[src/rtl/cnt_mon_pkg.sv]
// Shared types and constants for the counter-tile receive monitor.
//   state_e      : monitor FSM state, 2-bit encoding visible on the status readout
//   SEL_*        : uo_out readout select codes (uio_in[1:0])
//   UIO_OE_MASK  : fixed bidirectional output-enable pattern
//   sat_inc8     : 8-bit increment that sticks at 255
package cnt_mon_pkg;

    typedef enum logic [1:0] {
        StIdle  = 2'd0,
        StAcq   = 2'd1,
        StTrack = 2'd2,
        StErr   = 2'd3
    } state_e;

    localparam logic [1:0] SEL_ACC_VAL = 2'd0;
    localparam logic [1:0] SEL_RATE    = 2'd1;
    localparam logic [1:0] SEL_ERR_CNT = 2'd2;
    localparam logic [1:0] SEL_STATUS  = 2'd3;

    localparam logic [7:0] UIO_OE_MASK = 8'hF0;

    function automatic logic [7:0] sat_inc8(input logic [7:0] v);
        return (v == 8'hFF) ? v : v + 8'd1;
    endfunction

endpackage

[src/rtl/cnt_mon_sync_filter.sv]
// Synchroniser plus stability filter for the 8-bit counter pins.
//   clk_i      : system clock
//   rst_ni     : synchronous active-low reset
//   data_i     : raw counter pins, asynchronous to clk_i
//   acc_o      : one-cycle accept strobe, valid together with acc_data_o
//   acc_data_o : value being accepted while acc_o is high
//   acc_val_o  : last accepted value (registered)
module cnt_mon_sync_filter
    import cnt_mon_pkg::*;
#(
    parameter int unsigned SYNC_STAGES = 2,
    parameter int unsigned STABLE_CYC  = 2
) (
    input  logic       clk_i,
    input  logic       rst_ni,
    input  logic [7:0] data_i,
    output logic       acc_o,
    output logic [7:0] acc_data_o,
    output logic [7:0] acc_val_o
);

    localparam int unsigned StabW = $clog2(STABLE_CYC + 1);
    localparam logic [StabW-1:0] StabMax  = StabW'(STABLE_CYC);
    localparam logic [StabW-1:0] StabFire = StabW'(STABLE_CYC - 1);

    logic [SYNC_STAGES-1:0][7:0] sync_q, sync_d;
    // Tracks which sync stages hold a real sample since reset, so the
    // reset-zero contents of the chain are never mistaken for a pin value.
    logic [SYNC_STAGES-1:0]      vld_q, vld_d;
    logic [7:0]                  cand_q, cand_d;
    logic                        cand_vld_q, cand_vld_d;
    logic [StabW-1:0]            stab_q, stab_d;
    logic [7:0]                  acc_val_q, acc_val_d;

    logic [7:0] s;
    logic       s_vld;
    logic       acc;

    assign s     = sync_q[SYNC_STAGES-1];
    assign s_vld = vld_q[SYNC_STAGES-1];

    // stab saturates one above the fire point so the strobe cannot repeat.
    assign acc = cand_vld_q && (stab_q == StabFire) && (s == cand_q);

    always_comb begin
        sync_d     = {sync_q[SYNC_STAGES-2:0], data_i};
        vld_d      = {vld_q[SYNC_STAGES-2:0], 1'b1};
        cand_d     = cand_q;
        cand_vld_d = cand_vld_q;
        stab_d     = stab_q;
        acc_val_d  = acc ? cand_q : acc_val_q;
        if (s_vld) begin
            if (!cand_vld_q || (s != cand_q)) begin
                cand_d     = s;
                cand_vld_d = 1'b1;
                stab_d     = '0;
            end else if (stab_q != StabMax) begin
                stab_d = stab_q + StabW'(1);
            end
        end
    end

    always_ff @(posedge clk_i) begin
        if (!rst_ni) begin
            sync_q     <= '0;
            vld_q      <= '0;
            cand_q     <= '0;
            cand_vld_q <= 1'b0;
            stab_q     <= '0;
            acc_val_q  <= '0;
        end else begin
            sync_q     <= sync_d;
            vld_q      <= vld_d;
            cand_q     <= cand_d;
            cand_vld_q <= cand_vld_d;
            stab_q     <= stab_d;
            acc_val_q  <= acc_val_d;
        end
    end

    assign acc_o      = acc;
    assign acc_data_o = cand_q;
    assign acc_val_o  = acc_val_q;

endmodule

[src/rtl/tt_um_cnt_monitor.sv]
// Receive-side checker for the free-running 8-bit counter tile.
// Accepts stable pin values, checks each change is +1 mod 256, measures the
// step rate over a 2**WIN_LOG2 cycle window and reports on the tile pins.
//   clk     : system clock
//   rst_n   : synchronous active-low reset
//   ena     : tile enable; low forces IDLE and freezes counters
//   ui_in   : counter value from transmitter tile (asynchronous)
//   uio_in  : [1:0] readout select, [2] clear errors (level)
//   uo_out  : selected readout, registered
//   uio_out : [7] locked, [6] err_pulse, [5] win_tick, [4] wrap_pulse
//   uio_oe  : constant output-enable mask
module tt_um_cnt_monitor
    import cnt_mon_pkg::*;
#(
    parameter int unsigned SYNC_STAGES = 2,
    parameter int unsigned STABLE_CYC  = 2,
    parameter int unsigned WIN_LOG2    = 16
) (
    input  logic       clk,
    input  logic       rst_n,
    input  logic       ena,
    input  logic [7:0] ui_in,
    input  logic [7:0] uio_in,
    output logic [7:0] uo_out,
    output logic [7:0] uio_out,
    output logic [7:0] uio_oe
);

    logic       acc;
    logic [7:0] acc_data;
    logic [7:0] acc_val;

    cnt_mon_sync_filter #(
        .SYNC_STAGES (SYNC_STAGES),
        .STABLE_CYC  (STABLE_CYC)
    ) u_sync_filter (
        .clk_i      (clk),
        .rst_ni     (rst_n),
        .data_i     (ui_in),
        .acc_o      (acc),
        .acc_data_o (acc_data),
        .acc_val_o  (acc_val)
    );

    state_e              state_q, state_d;
    logic [7:0]          ref_val_q, ref_val_d;
    logic [7:0]          step_cnt_q, step_cnt_d;
    logic [7:0]          rate_q, rate_d;
    logic [7:0]          err_cnt_q, err_cnt_d;
    logic                err_sticky_q, err_sticky_d;
    logic                wrap_seen_q, wrap_seen_d;
    logic [WIN_LOG2-1:0] win_cnt_q, win_cnt_d;
    logic                err_pulse_q, err_pulse_d;
    logic                wrap_pulse_q, wrap_pulse_d;
    logic                win_tick_q, win_tick_d;
    logic [7:0]          uo_out_q, uo_out_d;

    logic       clr;
    logic [1:0] sel;
    logic       step_inc;
    logic       err_inc;
    logic       wrap;
    logic [7:0] next_val;
    logic       unused_uio;

    assign clr        = uio_in[2];
    assign sel        = uio_in[1:0];
    assign unused_uio = ^uio_in[7:3];
    assign next_val   = ref_val_q + 8'd1;

    always_comb begin
        state_d      = state_q;
        ref_val_d    = ref_val_q;
        step_inc     = 1'b0;
        err_inc      = 1'b0;
        wrap         = 1'b0;

        if (!ena) begin
            state_d = StIdle;
        end else begin
            unique case (state_q)
                StIdle: state_d = StAcq;
                StAcq: begin
                    if (acc) begin
                        ref_val_d = acc_data;
                        state_d   = StTrack;
                    end
                end
                StTrack, StErr: begin
                    if (acc) begin
                        if (acc_data == next_val) begin
                            ref_val_d = acc_data;
                            step_inc  = 1'b1;
                            wrap      = (ref_val_q == 8'hFF);
                            state_d   = StTrack;
                        end else if ((state_q == StTrack) && (acc_data == ref_val_q)) begin
                            // Same value re-accepted after a rejected glitch.
                        end else begin
                            ref_val_d = acc_data;
                            err_inc   = 1'b1;
                            state_d   = StErr;
                        end
                    end
                end
                default: state_d = StIdle;
            endcase
        end

        err_pulse_d  = err_inc;
        wrap_pulse_d = wrap;

        // Window timer; a step landing on the last cycle is folded into rate.
        win_cnt_d  = win_cnt_q;
        step_cnt_d = step_inc ? sat_inc8(step_cnt_q) : step_cnt_q;
        rate_d     = rate_q;
        win_tick_d = 1'b0;
        if (ena) begin
            win_cnt_d = win_cnt_q + WIN_LOG2'(1);
            if (&win_cnt_q) begin
                rate_d     = step_cnt_d;
                step_cnt_d = '0;
                win_tick_d = 1'b1;
            end
        end

        err_cnt_d    = err_inc ? sat_inc8(err_cnt_q) : err_cnt_q;
        err_sticky_d = err_sticky_q | err_inc;
        wrap_seen_d  = wrap_seen_q | wrap;
        if (clr) begin
            err_cnt_d    = '0;
            err_sticky_d = 1'b0;
            wrap_seen_d  = 1'b0;
        end

        unique case (sel)
            SEL_ACC_VAL: uo_out_d = acc_val;
            SEL_RATE:    uo_out_d = rate_q;
            SEL_ERR_CNT: uo_out_d = err_cnt_q;
            SEL_STATUS:  uo_out_d = {state_q, err_sticky_q, wrap_seen_q, 4'b0000};
            default:     uo_out_d = '0;
        endcase
    end

    always_ff @(posedge clk) begin
        if (!rst_n) begin
            state_q      <= StIdle;
            ref_val_q    <= '0;
            step_cnt_q   <= '0;
            rate_q       <= '0;
            err_cnt_q    <= '0;
            err_sticky_q <= 1'b0;
            wrap_seen_q  <= 1'b0;
            win_cnt_q    <= '0;
            err_pulse_q  <= 1'b0;
            wrap_pulse_q <= 1'b0;
            win_tick_q   <= 1'b0;
            uo_out_q     <= '0;
        end else begin
            state_q      <= state_d;
            ref_val_q    <= ref_val_d;
            step_cnt_q   <= step_cnt_d;
            rate_q       <= rate_d;
            err_cnt_q    <= err_cnt_d;
            err_sticky_q <= err_sticky_d;
            wrap_seen_q  <= wrap_seen_d;
            win_cnt_q    <= win_cnt_d;
            err_pulse_q  <= err_pulse_d;
            wrap_pulse_q <= wrap_pulse_d;
            win_tick_q   <= win_tick_d;
            uo_out_q     <= uo_out_d;
        end
    end

    assign uo_out  = uo_out_q;
    assign uio_out = {(state_q == StTrack), err_pulse_q, win_tick_q, wrap_pulse_q, 4'b0000};
    assign uio_oe  = UIO_OE_MASK;

endmodule

[config.mk]
export PLATFORM = sky130hd
export DESIGN_NAME = tt_um_cnt_monitor
export DESIGN_NICKNAME = d
export VERILOG_FILES = /design/src/rtl/cnt_mon_pkg.sv /design/src/rtl/cnt_mon_sync_filter.sv /design/src/rtl/tt_um_cnt_monitor.sv
export SDC_FILE = /design/constraint.sdc
export NUM_CORES = 1
export LEC_CHECK = 0
export ABC_CLOCK_PERIOD_IN_PS = 5200
export BUFFER_PORTS_ARGS = -buffer_cell sky130_fd_sc_hd__buf_4
export CORE_UTILIZATION = 24
export DETAILED_ROUTE_END_ITERATION = 10
export GPL_TIMING_DRIVEN = 0
export HOLD_SLACK_MARGIN = 0.15
export MAX_ROUTING_LAYER = met4
export SLEW_MARGIN = 5
export SYNTH_ARGS = -nofsm -noshare
export SYNTH_HDL_FRONTEND = slang
export SYNTH_SLANG_ARGS = --single-unit
[constraint.sdc]
create_clock -name clk -period 5.2 [get_ports clk]
set_input_delay 1.04 -clock clk [delete_from_list [all_inputs] [get_ports clk]]
set_output_delay 1.04 -clock clk [all_outputs]
set_load 0.005 [all_outputs]
==> results.ini, run 1 <==
[timing]
fin_tns_setup_ns = 0
hold_viol_final = 0
worst_pin_slew_ns = 0.618
period_share = 0.532
finalMaxSlewViolations = 0
finalSetupViolCount = 0
finalCriticalPeriod_ns = 2.77
rsz0062_at_grt = false
clock_skew_ns = 0.00846
holdWs_ns = 0.431
slew_headroom = 0.588
timing.fmax_mhz = 361

[global_route]
busiest_layer = met2
track_usage = 0.105
met3_usage = 0.0241
grt_pass1_vias = 3139
use_met1 = 0.126
grtUsageMet2 = 0.172
grt-ovfl-total = 0
grt_max_degree = 15
grt_pass1_wl_um = 15000
antenna_found_initial = 0

[clock_network]
clk_latency_ns = 0.34
htree_levels = 3
cts_tree = yes
cts_sinks = 100
cts_made_buffers = 9
cts_buffer_depth = 2
cts_root_buf = clkbuf_16
clk_pin_slew_ns = 0.06
post_cts_buffers = 0
cts_hold_buffers = 0
cts_resized = 0

[synth]
syn_avg_cell_area_um2 = 8.98
synthDistinctLibCells = 46
synth_top_area_frac = 0.458
synthTopCellsByCount = 100 x dfxtp_1, 64 x nor2_1, 39 x nand2_1
synthArstFlopShare = 0
yosysMostFrequentCell = dfxtp_1
synth-seq-cells = 100
yosysTopAreaCell = dfxtp_1
ys_seq_area_frac = 0.458
synth_area_um2 = 4370
ys.flop_type = dfxtp_1
synth_edf_count = 0
yosysWarnings = 0
synthTopCellsByArea = dfxtp_1 46%, mux2i_1 6.4%, nor2_1 5.5%
syn_inst = 487

[final_layout]
final_cells = 757
multi_input_area_um2 = 2170
insertedDiodeCount = 0
largest_reg_flops = 16
seq_area_um2 = 2000
regMostFlops = win_cnt_q
fin_nets = 555
num-fill-cells = 1868
syn2layout_area_growth_pct = 17.3
drive_above_1_share = 0.111

[drt]
ant_nets = 0
drc_errors = 0
drt-initial-drc-count = 156
dr_total_vias = 3294
wl_um = 8910
firstDrtPassIters = 4
vias_per_cell = 4.35
wl_per_cell_um = 11.8

[power]
p_total_uw = 1480
clockPowerShare = 0.425
p_leak_uw = 0.00193
p_per_area_nw_per_um2 = 288
p_sw_frac = 0.207
pwr-share-seq = 0.531
p_int_uw = 1170
vdd_drop_max_uv = 140
switchingPower_uw = 306
combPwrFrac = 0.045

[critical_path]
rrSetupSlack_ns = 2.47
worstPathMaxFanout = 9
r2r-end = err_cnt_q[6]$_SDFFE_PP0P_
worstSetupPathType = input pin to flop
critical_path.endpoint = rate_q[6]$_SDFFE_PN0P_
startpoint = ena
endpoint_kind = flop
arrival_ns = 3.01
required_ns = 5.44
start_kind = input pin
r2r_cells = 9
timing.rr.start = ref_val_q[1]$_SDFFE_PN0P_

[floorplanning]
core-area_um2 = 17500
fp.dieH_um = 137
die-area_um2 = 18800
die-width_um = 137
num_rows = 48
initial_core_util = 0.249
io-pin-count = 43

[place]
routabilityCongestion = 0.815
hpwlAfterDp_um = 6710
portBuffers = 22
dp.cells = 744

[job]
maxCapViolCount = 0

[run_status]
status = complete, no violations

[min_path]
hp-class = flop to flop

-- layout make-up --
class	instances	share of cell area
Multi-Input combinational cell	350	0.423
Sequential cell	100	0.390
Tap cell	225	0.0549
Clock buffer	11	0.0454
Buffer	37	0.0390
Timing Repair Buffer	22	0.0322
Clock inverter	2	0.00756
Inverter	10	0.00732
-- worst min-delay path by stage --
| stage | endpoint | depth (start not counted) | slack (ns) | startpoint |
|---|---|---|---|---|
| global route | u_sync_filter.s[5]$_SDFF_PN0_ | 1 | 0.46 | u_sync_filter.sync_d[13]$_SDFF_PN0_ |
| detailed placement | u_sync_filter.s[7]$_SDFF_PN0_ | 1 | 0.42 | u_sync_filter.sync_d[15]$_SDFF_PN0_ |
| global placement | u_sync_filter.s[7]$_SDFF_PN0_ | 1 | 0.42 | u_sync_filter.sync_d[15]$_SDFF_PN0_ |
| floorplan | u_sync_filter.s[0]$_SDFF_PN0_ | 1 | 0.41 | u_sync_filter.sync_d[8]$_SDFF_PN0_ |
| finish | u_sync_filter.s[6]$_SDFF_PN0_ | 1 | 0.43 | u_sync_filter.sync_d[14]$_SDFF_PN0_ |
| CTS | u_sync_filter.s[7]$_SDFF_PN0_ | 1 | 0.43 | u_sync_filter.sync_d[15]$_SDFF_PN0_ |
-- logic make-up after synthesis --
logic type                 after synthesis  share of synthesized area
AOI/OAI and AO/OA                       56                     0.0738
xor gates and xnor gates                36                     0.0738
DFF                                    100                      0.458
muxes                                   32                     0.0847
other                                    2                    0.00172
buffers and inverters                   47                     0.0544
and+or+nand+nor                        208                      0.237
adders and majority gates                6                     0.0172
-- routing by layer --
layer,wire length (um),part of all wire
met1,4310,0.48
met2,4210,0.47
met3,251,0.028
met4,137,0.015
met5,0,0
-- critical path, stage by stage --
cell	delay (ns)
clkbuf_1	0.35
nand4_1	0.21
nor2_1	0.26
nand4_1	0.25
nor2_1	0.30
nand3_1	0.30
o31ai_1	0.30
-- stage by stage --
stage,utilization,setup WS [ns],area (um^2)
after global routing,0.292,2.14,5130
after global placement,0.277,2.09,4860
after detailed placement,0.277,2.06,4860
after CTS,0.292,2.41,5130
after floorplan,-,2.50,4410
final,0.292,2.43,5130
-- power groups by stage --
stage	Sequential [uW]	Combinational [uW]	Clock, uW
6_report	784	66.1	627
5_1_grt	785	75.2	681
4_1_cts	784	66.8	647
3_5_place_dp	802	66.6	0
3_3_place_gp	801	66.5	0
2_1_floorplan	799	48.5	0
-- cell usage in the layout (no fill, tap or decap), drive strengths merged, types with 2 or more instances in the layout --
master  synthesis  layout
a21oi          26      26
a31o            2       2
and2           23      23
and3            9       9
and4            2       2
buf            21      43
clkbuf         16      27
clkinv          1       2
conb            2      12
dfxtp         100     100
ha              6       6
inv             9       9
mux2i          28      28
mux4            4       4
nand2          39      39
nand2b          2       2
nand3          21      21
nand3b          2       2
nand4          17      17
nor2           64      64
nor2b           3       3
nor3            8       8
nor4            3       3
nor4b           3       3
o21ai          17      17
o31ai           3       3
or3             7       7
or4             2       2
xnor2          20      20
xor2           16      16
Power figures use the tool's default switching activity.
==> inputs of run 2 (changes only) <==
--- a/config.mk
+++ b/config.mk
@@ -5,7 +5,8 @@
 export SDC_FILE = /design/constraint.sdc
 export NUM_CORES = 1
 export LEC_CHECK = 0
-export ABC_CLOCK_PERIOD_IN_PS = 5200
+export ABC_AREA = 1
+export ABC_CLOCK_PERIOD_IN_PS = 2900
 export BUFFER_PORTS_ARGS = -buffer_cell sky130_fd_sc_hd__buf_4
 export CORE_UTILIZATION = 24
 export DETAILED_ROUTE_END_ITERATION = 10
==> constraint.sdc (replaced) <==
create_clock -name clk -period 2.9 [get_ports clk]
set_input_delay 0.58 -clock clk [delete_from_list [all_inputs] [get_ports clk]]
set_output_delay 0.58 -clock clk [all_outputs]
set_load 0.005 [all_outputs]
==> results.ini, run 2 <==
[critical_path]
arrival_ns = 2.32  ; was 3.01 ns
worst-path-buf-inv = 0  ; was 1
required_ns = 3.15  ; was 5.44 ns
worstSetupPathType = flop to flop  ; was input pin to flop
slowest_stage = dfxtp_1  ; was clkbuf_1
slowest_delay_ns = 0.41  ; was 0.35 ns
crit_path_cell_trace = ha_1 > nand3_1 > nor2_2 > nor2_1 > nor2_1 > nand3_1 > nor2_2 > nand2_2 > nor2_2 > nand2_1 > nand3_1 > o21ai_1  ; was clkbuf_1 > nand4_1 > nor2_1 > nand4_1 > nor2_1 > nand3_1 > o31ai_1
endpoint_kind = flop  ; unchanged
worstPathMaxFanout = 6  ; was 9
path_delay_family = simple AND/OR/NAND/NOR gates  ; unchanged
start_kind = flop  ; was input pin

[power]
p_total_uw = 2780  ; was 1480 uW
vdd_drop_max_uv = 301  ; was 140 uV
p_leak_uw = 0.00265  ; was 0.00193 uW
p_per_area_nw_per_um2 = 473  ; was 288 nW/um^2

[global_route]
track_usage = 0.115  ; was 0.105
grtUsageMet2 = 0.177  ; was 0.172
grt_pass1_vias = 4017  ; was 3139
grt-ovfl-total = 0  ; unchanged
antenna_found_initial = 0  ; unchanged
grt_pass1_wl_um = 19000  ; was 15000 um
busiest_layer = met2  ; unchanged
grt_max_degree = 18  ; was 15
use_met1 = 0.148  ; was 0.126
met3_usage = 0.0317  ; was 0.0241

[synth]
yosysTopAreaCell = dfxtp_1  ; unchanged
synth-seq-cells = 100  ; unchanged
synth_edf_count = 0  ; unchanged
yosysMostFrequentCell = nand2_1  ; was dfxtp_1
synthTopCellsByCount = 188 x nand2_1, 111 x inv_1, 100 x dfxtp_1  ; was 100 x dfxtp_1, 64 x nor2_1, 39 x nand2_1
muxShareOfSynthArea = 0  ; was 0.0847
yosys.area_share.adder = 0.0149  ; was 0.0172
synthArstFlopShare = 0  ; unchanged
ys_seq_area_frac = 0.397  ; was 0.458
synthDistinctLibCells = 45  ; was 46
syn_inst = 731  ; was 487
ys.flop_type = dfxtp_1  ; unchanged
synthTopCellsByArea = dfxtp_1 40%, nand2_1 14%, inv_1 8.3%  ; was dfxtp_1 46%, mux2i_1 6.4%, nor2_1 5.5%
yosysWarnings = 0  ; unchanged
synth-xor-area-share = 0.0174  ; was 0.0738
synth_top_area_frac = 0.397  ; was 0.458
synth-simple-area-share = 0.347  ; was 0.237
synth_top_family_by_area = simple AND/OR/NAND/NOR gates  ; unchanged
syn_avg_cell_area_um2 = 6.90  ; was 8.98 um^2
synth_area_um2 = 5040  ; was 4370 um^2
synth_compound_area_frac = 0.0980  ; was 0.0738

[run_status]
status = complete, no violations  ; unchanged

[timing]
finalSetupViolCount = 0  ; unchanged
slew_headroom = 0.613  ; was 0.588
timing.fmax_mhz = 483
worst_pin_slew_ns = 0.579  ; was 0.618 ns
clock_skew_ns = 0.00841  ; was 0.00846 ns
finalCriticalPeriod_ns = 2.07
rsz0062_at_grt = false  ; unchanged
fin_ws_ns = 0.831  ; was 2.43 ns
finalMaxSlewViolations = 0  ; unchanged
fin_tns_setup_ns = 0  ; unchanged
hold_viol_final = 0  ; unchanged
period_share = 0.713

[clock_network]
cts_tree = yes  ; unchanged
post_cts_buffers = 0  ; unchanged
clk_latency_ns = 0.36  ; was 0.34 ns
clk_pin_slew_ns = 0.07  ; was 0.06 ns
htree_levels = 3  ; unchanged
cts_hold_buffers = 0  ; unchanged
cts_resized = 0  ; unchanged
cts_made_buffers = 9  ; unchanged
cts_root_buf = clkbuf_16  ; unchanged
cts_sinks = 100  ; unchanged
cts_buffer_depth = 2  ; unchanged

[job]
maxCapViolCount = 0  ; unchanged

[drt]
wl_um = 11400  ; was 8910 um
dr_total_vias = 4393  ; was 3294
drt-initial-drc-count = 246  ; was 156
ant_nets = 0  ; unchanged
vias_per_cell = 4.18  ; was 4.35
wl_per_cell_um = 10.8  ; was 11.8 um
firstDrtPassIters = 5  ; was 4
drc_errors = 0  ; unchanged

[place]
pre_cts_ws_ns = 0.829  ; was 2.06 ns
portBuffers = 25  ; was 22
routabilityCongestion = 0.841  ; was 0.815
hpwlAfterDp_um = 8840  ; was 6710 um

[floorplanning]
die-area_um2 = 21600  ; was 18800 um^2
initial_core_util = 0.247  ; was 0.249
fp.dieH_um = 147  ; was 137 um
io-pin-count = 43  ; unchanged
core-area_um2 = 20400  ; was 17500 um^2
num_rows = 52  ; was 48
die-width_um = 147  ; was 137 um

[final_layout]
fin_nets = 802  ; was 555
final_cell_mix = 188 x nand2_1, 111 x inv_1, 100 x dfxtp_1  ; was 100 x dfxtp_1, 64 x nor2_1, 39 x nand2_1
final_common_cell = nand2_1  ; was dfxtp_1
largest_reg_flops = 16  ; unchanged
drive_above_1_share = 0.127  ; was 0.111
syn2layout_area_growth_pct = 16.5  ; was 17.3%
insertedDiodeCount = 0  ; unchanged
regMostFlops = win_cnt_q  ; unchanged

[min_path]
hp-class = input pin to flop  ; was flop to flop

[run 2: cell families after synthesis]
family                     count (synthesis)
other                                      2
and+or+nand+nor                          373
DFF                                      100
adders and majority gates                  6
AOI/OAI and AO/OA                         92
buffers and inverters                    148
xor gates and xnor gates                  10
[run 2: layer usage]
metal | part of all wire | wire, um | vias to the layer above
met5 | 0 | 0 | -
met4 | 0.0078 | 89 | 0
met3 | 0.045 | 507 | 9
met2 | 0.45 | 5090 | 75
met1 | 0.50 | 5700 | 1943
li1 | - | - | 2366
[run 2: worst paths after layout]
| kind | startpoint | to | slack, ns | cells after the start |
|---|---|---|---|---|
| max | ref_val_q[1]$_SDFFE_PN0P_ | rate_q[1]$_SDFFE_PN0P_ | 0.83 | 12 |
| min | rst_n | u_sync_filter.vld_q[0]$_DFF_P_ | 0.39 | 1 |
| max reg2reg | ref_val_q[1]$_SDFFE_PN0P_ | rate_q[1]$_SDFFE_PN0P_ | 0.83 | 12 |
| min reg2reg | u_sync_filter.sync_d[15]$_SDFF_PN0_ | u_sync_filter.s[7]$_SDFF_PN0_ | 0.41 | 2 |
[run 2: area by class of cell]
class                           count  area, um^2
Timing Repair Buffer               25         188
Inverter                          122         463
Buffer                             26         163
Clock inverter                      6        45.0
Fill cell                        2278       14600
Tap cell                          270         338
Multi-Input combinational cell    493        2450
Sequential cell                   100        2000
Clock buffer                        9         225
[run 2: metrics by stage]
step	instances	util	cell area, um^2	hold slack [ns]
6_report	1051	0.288	5880	0.393
5_1_grt	1051	0.288	5880	0.387
4_1_cts	1051	0.288	5880	0.383
3_5_place_dp	1036	0.274	5610	0.397
3_3_place_gp	1036	0.274	5610	0.399
2_1_floorplan	741	-	5080	0.390
[run 2: power breakdown]
part           leakage (uW)  internal (uW)  switching [uW]
Sequential         0.000812           1400            24.0
Combinational       0.00170           81.4             146
Clock              0.000137            586             543
==> inputs of run 3 (changes only) <==
--- a/config.mk
+++ b/config.mk
@@ -6,7 +6,7 @@
 export NUM_CORES = 1
 export LEC_CHECK = 0
 export ABC_AREA = 1
-export ABC_CLOCK_PERIOD_IN_PS = 2900
+export ABC_CLOCK_PERIOD_IN_PS = 1750
 export BUFFER_PORTS_ARGS = -buffer_cell sky130_fd_sc_hd__buf_4
 export CORE_UTILIZATION = 24
 export DETAILED_ROUTE_END_ITERATION = 10
==> constraint.sdc (replaced) <==
create_clock -name clk -period 1.75 [get_ports clk]
set_input_delay 0.35 -clock clk [delete_from_list [all_inputs] [get_ports clk]]
set_output_delay 0.35 -clock clk [all_outputs]
set_load 0.005 [all_outputs]
==> results.ini, run 3 (synthesis results as in run 2) <==
[run_status]
status = complete, but fails checks  ; was complete, no violations
violations = setup timing

[place]
postPlaceCellArea_um2 = 5610  ; unchanged
portBuffers = 25  ; unchanged
pre_cts_ws_ns = -0.319  ; was 0.829 ns
routabilityCongestion = 0.841  ; unchanged
hpwlAfterDp_um = 8840  ; unchanged

[drt]
drc_errors = 0  ; unchanged
ant_nets = 0  ; unchanged
wl_um = 12400  ; was 11400 um
drt-initial-drc-count = 257  ; was 246
dr_total_vias = 4570  ; was 4393
vias_per_cell = 4.23  ; was 4.18
wl_per_cell_um = 11.4  ; was 10.8 um
firstDrtPassIters = 4  ; was 5

[critical_path]
required_ns = 2.03  ; was 3.15 ns
r2r-end = err_cnt_q[3]$_SDFFE_PP0P_  ; was rate_q[1]$_SDFFE_PN0P_
timing.rr.start = ref_val_q[0]$_SDFFE_PN0P_  ; was ref_val_q[1]$_SDFFE_PN0P_
start_kind = flop  ; unchanged
r2r_cells = 15  ; was 12
worstSetupPathType = flop to flop  ; unchanged
endpoint_kind = flop  ; unchanged
arrival_ns = 2.14  ; was 2.32 ns
worstPathMaxFanout = 5  ; was 6
rrSetupSlack_ns = -0.11  ; was 0.83 ns

[final_layout]
drive_above_1_share = 0.289  ; was 0.127
finalInstanceArea_um2 = 6550  ; was 5880 um^2
fin_nets = 832  ; was 802
syn2layout_area_growth_pct = 29.7  ; was 16.5%
insertedDiodeCount = 0  ; unchanged
fin_util = 0.320  ; was 0.288
regMostFlops = win_cnt_q  ; unchanged
num-fill-cells = 2247  ; was 2278
final_common_cell = nand2_1  ; unchanged
final_cell_mix = 158 x nand2_1, 99 x inv_1, 79 x dfxtp_1  ; was 188 x nand2_1, 111 x inv_1, 100 x dfxtp_1
largest_reg_flops = 16  ; unchanged

[floorplanning]
core-area_um2 = 20400  ; unchanged
fp.dieH_um = 147  ; unchanged
die-width_um = 147  ; unchanged
initial_core_util = 0.247  ; unchanged
num_rows = 52  ; unchanged
io-pin-count = 43  ; unchanged
die-area_um2 = 21600  ; unchanged

[power]
p_per_area_nw_per_um2 = 715  ; was 473 nW/um^2
vdd_drop_max_uv = 505  ; was 301 uV
p_leak_uw = 0.00288  ; was 0.00265 uW

[timing]
finalCriticalPeriod_ns = 1.86  ; was 2.07 ns
hold_viol_final = 0  ; unchanged
fin_tns_setup_ns = -1.18  ; was 0 ns
finalMaxSlewViolations = 0  ; unchanged
timing.fmax_mhz = 537  ; was 483 MHz
fin_ws_ns = -0.111  ; was 0.831 ns
finalSetupViolCount = 25  ; was 0
rsz0062_at_grt = true  ; was false
clock_skew_ns = 0.00621  ; was 0.00841 ns
slew_headroom = 0.628  ; was 0.613
worst_pin_slew_ns = 0.558  ; was 0.579 ns
period_share = 1.06  ; was 0.713

[clock_network]
htree_levels = 3  ; unchanged
cts_made_buffers = 9  ; unchanged
cts_hold_buffers = 0  ; unchanged
cts_tree = yes  ; unchanged
clk_latency_ns = 0.35  ; was 0.36 ns
cts_buffer_depth = 2  ; unchanged
cts_sinks = 100  ; unchanged
cts_root_buf = clkbuf_16  ; unchanged
clk_pin_slew_ns = 0.07  ; about the same

[job]
maxCapViolCount = 0  ; unchanged

[min_path]
hold_depth = 1  ; unchanged
worstHoldStart = rst_n  ; unchanged
hp-class = input pin to flop  ; unchanged
min_to = u_sync_filter.vld_q[0]$_DFF_P_  ; unchanged

[global_route]
grt_pass1_vias = 4190  ; was 4017
grt-ovfl-total = 0  ; unchanged
antenna_found_initial = 0  ; unchanged
track_usage = 0.119  ; was 0.115
grt_max_degree = 18  ; unchanged
grt_pass1_wl_um = 19800  ; was 19000 um

run 3: cell count changes in the layout (fill, tap and decap cells not counted), moves of 13 or more:
cell / delta
nor2_4: +13
nand2_2: +27
nor2_1: -18
nand2_1: -30
buf_4: +22
nand3_1: -17
nand3_2: +17
dfxtp_1: -21
run 3: timing repair:
action	CTS	global route
gates resized for setup	53	102
setup buffers	13	15
gates cloned	2	0
setup endpoints to repair	47	42
pin swaps	32	49
run 3: final cells by class:
cell class	count	area [um^2]	area share
multi-input combinational	495	2810	0.430
timing repair buffer	53	425	0.0650
sequential	100	2060	0.314
clock buffer	9	225	0.0344
inverter	122	473	0.0723
buffer	26	170	0.0260
clock inverter	6	45.0	0.00688
tap	270	338	0.0516
run 3: power breakdown:
part | internal (uW) | total, uW | switching, uW
registers | 2310 | 2350 | 37.1
clock network | 971 | 1860 | 887
logic | 180 | 475 | 294
total | 3460 | 4680 | 1220
run 3: metrics by stage:
stage	hold WS, ns	cells	total power, uW
final	0.176	1081	4680
after global routing	0.161	1081	4900
after CTS	0.162	1066	4710
after detailed placement	0.397	1036	2790
after global placement	0.399	1036	2780
after floorplan	0.378	741	2670
run 3: worst max-delay path, stage by stage (launching register included):
cell     delay, ns
dfxtp_2       0.34
ha_4          0.24
inv_2         0.05
nand2_2       0.04
nand2_2       0.08
inv_2         0.05
nand2_4       0.08
nor2_4        0.04
nand2_2       0.05
nor2_2        0.03
nand2_2       0.10
nand2_4       0.10
buf_12        0.14
nor2_4        0.20
nand3_1       0.09
a21oi_1       0.15
run 3: how the worst max path moves through the flow:
stage / depth (start not counted) / endpoint / start / slack [ns]
after global routing: 14 / err_cnt_q[1]$_SDFFE_PP0P_ / ref_val_q[1]$_SDFFE_PN0P_ / -0.22
after floorplan: 12 / rate_q[0]$_SDFFE_PN0P_ / ref_val_q[1]$_SDFFE_PN0P_ / 0.06
final: 15 / err_cnt_q[3]$_SDFFE_PP0P_ / ref_val_q[0]$_SDFFE_PN0P_ / -0.11
after detailed placement: 12 / rate_q[1]$_SDFFE_PN0P_ / ref_val_q[1]$_SDFFE_PN0P_ / -0.32
after global placement: 12 / rate_q[0]$_SDFFE_PN0P_ / ref_val_q[1]$_SDFFE_PN0P_ / -0.30
after CTS: 15 / err_cnt_q[1]$_SDFFE_PP0P_ / ref_val_q[1]$_SDFFE_PN0P_ / -0.11
run 3: metal layers:
layer | vias to the layer above | GRT usage | part of all wire
met4 | 0 | 0.0263 | 0.010
met2 | 69 | 0.189 | 0.47
met3 | 13 | 0.0320 | 0.050
met5 | - | - | 0
li1 | 2440 | - | -
met1 | 2048 | 0.152 | 0.47
